## src/rtl/bep_word_deframer.sv

```systemverilog
// Purpose: BEP word deframer. Hunts for a sync pattern in the decoded bit stream, then assembles the payload word.
// Latency: word_data/word_valid appear one cycle after the strobe that completes the frame.
// Backpressure: none; the bit stream cannot be stalled and each word is presented as a single-cycle pulse.
//
// Ports:
//   clock, reset                 : system clock, synchronous active-high reset
//   decoded_data, decoded_clock  : bit value and level bit clock from the biphase decoder
//   word_data, word_valid        : last completed word (MSB = first payload bit) and its update pulse
//   sync_locked                  : high while collecting payload (and parity) bits
//   frame_error                  : pulse when a locked frame is abandoned on bit timeout
//   parity_error                 : pulse alongside word_valid on even-parity mismatch
// Build option: define BEP_DEFRAMER_PARITY_EN to expect one even-parity bit after the payload.
// Without it, parity_error is tied low.

module bep_word_deframer #(
    parameter int                    SYNC_WIDTH     = 8,
    parameter logic [SYNC_WIDTH-1:0] SYNC_PATTERN   = SYNC_WIDTH'(8'hE2),
    parameter int                    WORD_WIDTH     = 8,
    parameter int                    TIMEOUT_CYCLES = 64
) (
    input  logic                  clock,
    input  logic                  reset,
    input  logic                  decoded_data,
    input  logic                  decoded_clock,
    output logic [WORD_WIDTH-1:0] word_data,
    output logic                  word_valid,
    output logic                  sync_locked,
    output logic                  frame_error,
    output logic                  parity_error
);

    localparam int CNT_W  = $clog2(WORD_WIDTH + 1);
    localparam int IDLE_W = $clog2(TIMEOUT_CYCLES + 1);

    typedef enum logic [1:0] {
        ST_HUNT    = 2'd0,
        ST_RECEIVE = 2'd1,
        ST_PARITY  = 2'd2
    } state_t;

    state_t                  state_q;
    logic                    prev_clk_q;
    logic [SYNC_WIDTH-1:0]   sync_sr_q;
    logic [WORD_WIDTH-1:0]   data_sr_q;
    logic [CNT_W-1:0]        bit_cnt_q;
    logic [IDLE_W-1:0]       idle_cnt_q;
    logic [WORD_WIDTH-1:0]   word_data_q;
    logic                    word_valid_q;
    logic                    frame_error_q;

    logic                    strobe;
    logic [SYNC_WIDTH-1:0]   sync_shift_d;
    logic [WORD_WIDTH:0]     data_ext;
    logic [WORD_WIDTH-1:0]   data_shift_d;

    // Rising edge of the decoder's bit clock; the data bit is sampled in the same cycle.
    assign strobe       = decoded_clock & ~prev_clk_q;
    assign sync_shift_d = {sync_sr_q[SYNC_WIDTH-2:0], decoded_data};
    // Widened concatenation keeps the MSB-first shift legal for WORD_WIDTH == 1.
    assign data_ext     = {data_sr_q, decoded_data};
    assign data_shift_d = data_ext[WORD_WIDTH-1:0];

`ifdef BEP_DEFRAMER_PARITY_EN
    logic parity_error_q;
`endif

    always_ff @(posedge clock) begin
        if (reset) begin
            state_q       <= ST_HUNT;
            // Reset high so a bit clock held high through reset release is not a strobe.
            prev_clk_q    <= 1'b1;
            sync_sr_q     <= '0;
            data_sr_q     <= '0;
            bit_cnt_q     <= '0;
            idle_cnt_q    <= '0;
            word_data_q   <= '0;
            word_valid_q  <= 1'b0;
            frame_error_q <= 1'b0;
`ifdef BEP_DEFRAMER_PARITY_EN
            parity_error_q <= 1'b0;
`endif
        end else begin
            prev_clk_q    <= decoded_clock;
            word_valid_q  <= 1'b0;
            frame_error_q <= 1'b0;
`ifdef BEP_DEFRAMER_PARITY_EN
            parity_error_q <= 1'b0;
`endif
            if (state_q == ST_HUNT) begin
                idle_cnt_q <= '0;
                if (strobe) begin
                    if (sync_shift_d == SYNC_PATTERN) begin
                        // Cleared on lock so every later return to HUNT starts from an empty history.
                        sync_sr_q  <= '0;
                        bit_cnt_q  <= '0;
                        state_q    <= ST_RECEIVE;
                    end else begin
                        sync_sr_q  <= sync_shift_d;
                    end
                end
            end else if (!strobe) begin
                // Locked and idle: abandon the frame when the idle run reaches the limit.
                if (idle_cnt_q == IDLE_W'(TIMEOUT_CYCLES - 1)) begin
                    idle_cnt_q    <= '0;
                    frame_error_q <= 1'b1;
                    state_q       <= ST_HUNT;
                end else begin
                    idle_cnt_q    <= idle_cnt_q + IDLE_W'(1);
                end
            end else begin
                idle_cnt_q <= '0;
                if (state_q == ST_RECEIVE) begin
                    data_sr_q <= data_shift_d;
                    bit_cnt_q <= bit_cnt_q + CNT_W'(1);
                    if (bit_cnt_q == CNT_W'(WORD_WIDTH - 1)) begin
`ifdef BEP_DEFRAMER_PARITY_EN
                        state_q      <= ST_PARITY;
`else
                        word_data_q  <= data_shift_d;
                        word_valid_q <= 1'b1;
                        state_q      <= ST_HUNT;
`endif
                    end
                end
`ifdef BEP_DEFRAMER_PARITY_EN
                else begin
                    // Parity bit: even parity over payload plus this bit must be zero.
                    word_data_q    <= data_sr_q;
                    word_valid_q   <= 1'b1;
                    parity_error_q <= (^data_sr_q) ^ decoded_data;
                    state_q        <= ST_HUNT;
                end
`endif
            end
        end
    end

    assign word_data   = word_data_q;
    assign word_valid  = word_valid_q;
    assign frame_error = frame_error_q;
    assign sync_locked = (state_q != ST_HUNT);
`ifdef BEP_DEFRAMER_PARITY_EN
    assign parity_error = parity_error_q;
`else
    assign parity_error = 1'b0;
`endif

endmodule
```

## config.mk

```make
export PLATFORM = sky130hd
export DESIGN_NAME = bep_word_deframer
export DESIGN_NICKNAME = d
export VERILOG_FILES = /design/src/rtl/bep_word_deframer.sv
export SDC_FILE = /design/constraint.sdc
export NUM_CORES = 1
export LEC_CHECK = 0
export ABC_AREA = 0
export CORE_MARGIN = 8
export CORE_UTILIZATION = 25
export DETAILED_ROUTE_END_ITERATION = 8
export GPL_TIMING_DRIVEN = 0
export MAX_ROUTING_LAYER = met4
export PLACE_DENSITY = 0.51
export SLEW_MARGIN = 20
export SYNTH_ARGS = -nofsm -noshare
export SYNTH_HDL_FRONTEND = slang
export SYNTH_SLANG_ARGS = --single-unit
export TNS_END_PERCENT = 5
```

## constraint.sdc

```tcl
create_clock -name clock -period 1.65 [get_ports clock]
set_clock_uncertainty 0.1 [all_clocks]
set_input_delay 0.4125 -clock clock [delete_from_list [all_inputs] [get_ports clock]]
set_output_delay 0.4125 -clock clock [all_outputs]
set_load 0.05 [all_outputs]
```

Yosys cells after proc, flatten, opt, wreduce, memory -nomap -nowiden. Index checks and enable logic that the tools add are counted.

Bits in registers: 38. Input bits: 4. Output and inout port bits: 12. Word-level logic and storage cells: 51.

Add/subtract/negate cells: 2. Equal/unequal tests: 8. Multiplexer cells: 15. Bitwise gates (word level): 5. Reductions and logical operators: 12.

Operator list (count): two-way mux 4 bit (5); two-way mux 2 bit (7); equality test 8 bit (second input constant) (1); OR reduction 4 bit (2); adder 7 x 1 -> 7 bit (second input constant) (1); equality test 7 x 6 -> 1 bit (second input constant) (1); two-way mux 7 bit (1); inequality test 3 x 1 -> 1 bit (second input constant) (2); AND reduction 3 bit (2); nonzero test 2 bit (3); AND reduction 5 bit (1); adder 4 x 1 -> 4 bit (second input constant) (1); equality test 4 x 3 -> 1 bit (second input constant) (1); inverter 1 bit (4); AND reduction 4 bit (1); OR reduction 3 bit (1); equality test 2 x 1 -> 1 bit (second input constant) (1); zero test 2 bit (1); two-way mux 1 bit (2); inequality test 2 x 1 -> 1 bit (second input constant) (1); inequality test 2 bit (second input constant) (1); AND reduction 2 bit (1); bitwise AND 1 bit (1).

Depth between registers and ports, before layout.
Word-level depth: 5. Depth in mapped cells: 5. Gate-level depth less buffers: 4.

Worst setup path before layout. No wires, ideal clock.

Kind: register -> register. From: register state_q[0]. To: register word_data_q[7] (netlist: word_data[7]). Library setup time: 0.132 ns. Arrival time: 1.379 ns. Data required time: 1.418 ns. Slack: 0.039 ns. Stages on the path, launching flop included: 5. Path buffers: 1. Clock period less this slack: 1.611 ns. Cell sequence: dfxtp_1 nand3b_1 buf_4 o21ai_0 a21oi_1.

Longest elaborated chain between the ends: 3. Elaborated cells on any way between the ends: 4. Classes of those cells: eq/ne: 1; bitwise: 1; reduce/logical: 2.

Ends and longest elaborated chain: from (decl) (line 41) `state_t state_q;`; from (signal assigned) (line 69) `state_q <= ST_HUNT;`; from (signal assigned) (line 96) `state_q <= ST_RECEIVE;`; from (signal assigned) (line 106) `state_q <= ST_HUNT;`; zero test 2 bit (line 89) `if (state_q == ST_HUNT) begin`; inverter 1 bit (no source line); AND reduction 4 bit (no source line) *; to (signal assigned) (line 119) `word_data_q <= data_shift_d;`; to (decl) (line 47) `logic [WORD_WIDTH-1:0] word_data_q;`.

Every way passes the cells marked *; elsewhere a longest branch is shown, timed or not. A chain may end at the register's enable or synchronous reset.

Worst setup path after layout.
From: register word_valid_q (netlist: word_valid). To: output word_valid.

RTL lines: from (decl) (line 48) `logic word_valid_q;`; from (signal assigned) (line 77) `word_valid_q <= 1'b0;`; from (signal assigned) (line 84) `word_valid_q <= 1'b0;`; from (signal assigned) (line 120) `word_valid_q <= 1'b1;`; to (decl) (line 26) `output logic word_valid,`.

No word-level cell between the ends.

==> results.py <==
metrics = {
    "run_status": {
        "status": "complete, no violations",
    },
    "logic_synthesis": {
        "ys_top_cells_by_area": "dfxtp_1 49%, a21oi_1 8.3%, nand2_1 6.9%, nand3_1 5.0%, o21ai_0 3.3%",
        "synth_edf_count": 0,
        "yosysUniqueCellTypes": 37,
        "async_reset_ff_frac": 0,
        "synth_top_area_share": 0.4889,
        "synth_top_cell_by_area": "dfxtp_1",
        "ys_seq_elements": 37,
        "synth_area_um2": 1515,
        "synth_fp_nets": 181,
        "syn_inst": 175,
        "ys_seq_area_frac": 0.4889,
        "syn_area_per_cell_um2": 8.658,
        "synth_top_flop_cell": "dfxtp_1",
        "yosysWarningCount": 0,
    },
    "pwr": {
        "vdd_ir_drop_max_mv": 0.3628,
        "p_comb_frac": 0.030,
        "swShare": 0.2059,
        "pwr-share-seq": 0.510,
        "internal_power_w": 0.001409,
        "leakage_nw": 0.6357,
        "net-switching-power_w": 0.0003654,
        "p_clk_frac": 0.460,
        "p_per_area_nw_per_um2": 945.0,
    },
    "cells_and_area": {
        "layout.nets": 203,
        "n_antenna_cell": 0,
        "final_cell_mix": "36 x dfxtp_1, 28 x nand2_1, 25 x a21oi_1, 15 x nand3_1, 10 x o21ai_0",
        "layout_commonest_cell": "dfxtp_1",
        "final_cell_count_no_fill": 273,
        "area_growth_pct": 23.95,
        "design_area_um2": 1878,
        "layout-drive-gt1-share": 0.1717,
    },
    "worst_setup_path": {
        "crit_buf_inv": 1,
        "crit_chain": "clkdlybuf4s15_1",
        "endpoint": "word_valid",
        "cp.depth": 1,
        "criticalPathCategory": "register to output pin",
        "crit_slowest_cell": "clkdlybuf4s15_1",
        "critPathCaptureType": "output pin",
        "worstReg2RegStart": "prev_clk_q",
        "crit_start": "word_valid",
        "rrSetupSlack_ps": 190,
        "crit_family": "buffers and inverters",
        "worstRegToRegCells": 4,
        "critPathLaunchType": "register",
        "crit_fanout": 1,
        "slowest_delay_ps": 490,
        "arrival_ps": 1090,
        "timing.rr.end": "word_data[7]",
        "cp.required_ps": 1140,
    },
    "place": {
        "gp_congestion": 0.7738,
        "placed_area_um2": 1749,
        "place_ws_ps": -487.3,
        "hpwl_mm": 2.306,
        "dpl.cell_count": 264,
        "io_buffers": 14,
    },
    "sta": {
        "setup_viol": 0,
        "fin_crit_ps": 1599,
        "min_period_over_period": 0.9688,
        "final_max_slew_viol_count": 0,
        "max_freq_ghz": 0.6256,
        "finalHoldViolCount": 0,
        "setup_slack_ps": 51.49,
        "rsz0062_at_grt": "yes",
    },
    "route": {
        "drc": 0,
        "final_antenna_net_count": 0,
        "via_per_inst": 4.582,
        "wl_met3_um": 156,
        "top_layer": "met4",
        "avgRoutedWirePerCell_um": 12.22,
        "num_vias": 1251,
        "met1_length_mm": 1.731,
        "drt-pass1-iter-count": 4,
        "dr_wl_met2_mm": 1.364,
        "wl_mm": 3.337,
        "drt_iter0_drc": 66,
    },
    "clock_network": {
        "cts_tree": "done",
        "cts_buffer_depth": 2,
        "insertion_delay_ps": 290,
        "cts_buffers": 5,
        "path_clk_slew_ps": 70,
        "cts_htree_levels": 2,
        "cts_hold_buf": 0,
        "clock-sinks": 37,
        "cts-root-buf": "clkbuf_8",
    },
    "floorplanning": {
        "core-area_um2": 5886,
        "fp.dieH_um": 93.85,
        "die_area_um2": 8808,
        "top_level_ports": 16,
        "floorplan.rows": 28,
        "initial_core_util": 0.2574,
        "die_w_um": 93.85,
    },
    "grt": {
        "grt_pass1_wl_mm": 5.733,
        "antenna_found_initial": 0,
        "track_usage": 0.08554,
        "grt_max_degree": 13,
        "grt_pass1_vias": 1204,
        "overflow": 0,
    },
    "run": {
        "maxCapViolations": 0,
    },
    "min_path": {
        "hp-class": "register to register",
    },
}
-- registers in the layout, summed over array words and instances, names as in the netlist, 4 cells and up --
| signal | cells |
|---|---|
| idle_cnt_q | 7 |
| data_sr_q | 7 |
| word_data | 8 |
| bit_cnt_q | 4 |
| sync_sr_q | 7 |
-- routing by layer --
| layer | up-vias | global-route usage |
|---|---|---|
| met1 | 567 | 0.1026 |
| met5 | - | - |
| met3 | 4 | 0.02798 |
| met4 | 0 | 0.05152 |
| met2 | 18 | 0.1214 |
| li1 | 662 | - |
-- Yosys cell counts (all sizes together), types with 2 or more instances --
master / instances
nand3: 15
nand2: 28
dfxtp: 37
o21ai: 10
xnor2: 2
nand4bb: 2
clkbuf: 6
o2111ai: 2
nor3b: 2
ha: 2
nor2b: 2
nor3: 2
buf: 6
a21oi: 25
nand3b: 2
o211ai: 4
nor2: 6
o311ai: 2
inv: 4
and3b: 2
-- layout make-up --
| cell class | instances | area (um2) |
|---|---|---|
| Fill cell | 652 | 4008 |
| Sequential cell | 37 | 742.0 |
| Multi-Input combinational cell | 122 | 709.4 |
| Timing Repair Buffer | 15 | 126.4 |
| Tap cell | 75 | 93.84 |
| Clock buffer | 6 | 82.58 |
| Buffer | 12 | 71.32 |
| Clock inverter | 2 | 37.54 |
| Inverter | 4 | 15.01 |
-- worst min path at each step --
stage	from	endpoint	slack (ps)	cells past startpoint
final	idle_cnt_q[0]	idle_cnt_q[0]	350	1
after global routing	idle_cnt_q[0]	idle_cnt_q[0]	380	1
after CTS	idle_cnt_q[0]	idle_cnt_q[0]	350	1
after detailed placement	idle_cnt_q[0]	idle_cnt_q[0]	340	1
after global placement	idle_cnt_q[0]	idle_cnt_q[0]	330	1
after floorplan	idle_cnt_q[0]	idle_cnt_q[0]	320	1
-- stage by stage --
stage	hold WS, ps	utilization	total power [W]	setup TNS (ps)
final	349.0	0.3191	0.001775	0
after global routing	380.5	0.3191	0.001844	-21.65
after CTS	354.1	0.3202	0.001806	-45.52
after detailed placement	337.0	0.2972	0.0009795	-11670
after global placement	333.3	0.2972	0.0009800	-12190
after floorplan	317.9	-	0.0009586	0
-- repair_timing --
action / 4_1_cts / 5_1_grt
gates resized for setup: 35 / 9
endpoints found under the setup margin: 33 / 14
buffers inserted: 0 / 1
pin swaps: 1 / 1
-- cells by family after synthesis --
family                   share of synthesized area
AND/OR/NAND/NOR                             0.2329
AO/OA/AOI/OAI                               0.1858
flip-flops                                  0.4889
buffers and inverters                      0.04954
XOR/XNOR                                   0.01734
adder cells (fa/ha/maj)                    0.01651
other                                     0.002475
multiplexers                              0.006606
-- power by group through the flow --
stage                     clock network [W]  registers, W  logic [W]
final                              0.000817      0.000905  0.0000534
after global routing               0.000879      0.000906  0.0000586
after CTS                          0.000848      0.000904  0.0000530
after detailed placement                  0      0.000925  0.0000541
after global placement                    0      0.000926  0.0000544
after floorplan                           0      0.000924  0.0000348
Note: power is estimated with default switching activity, not from simulation.
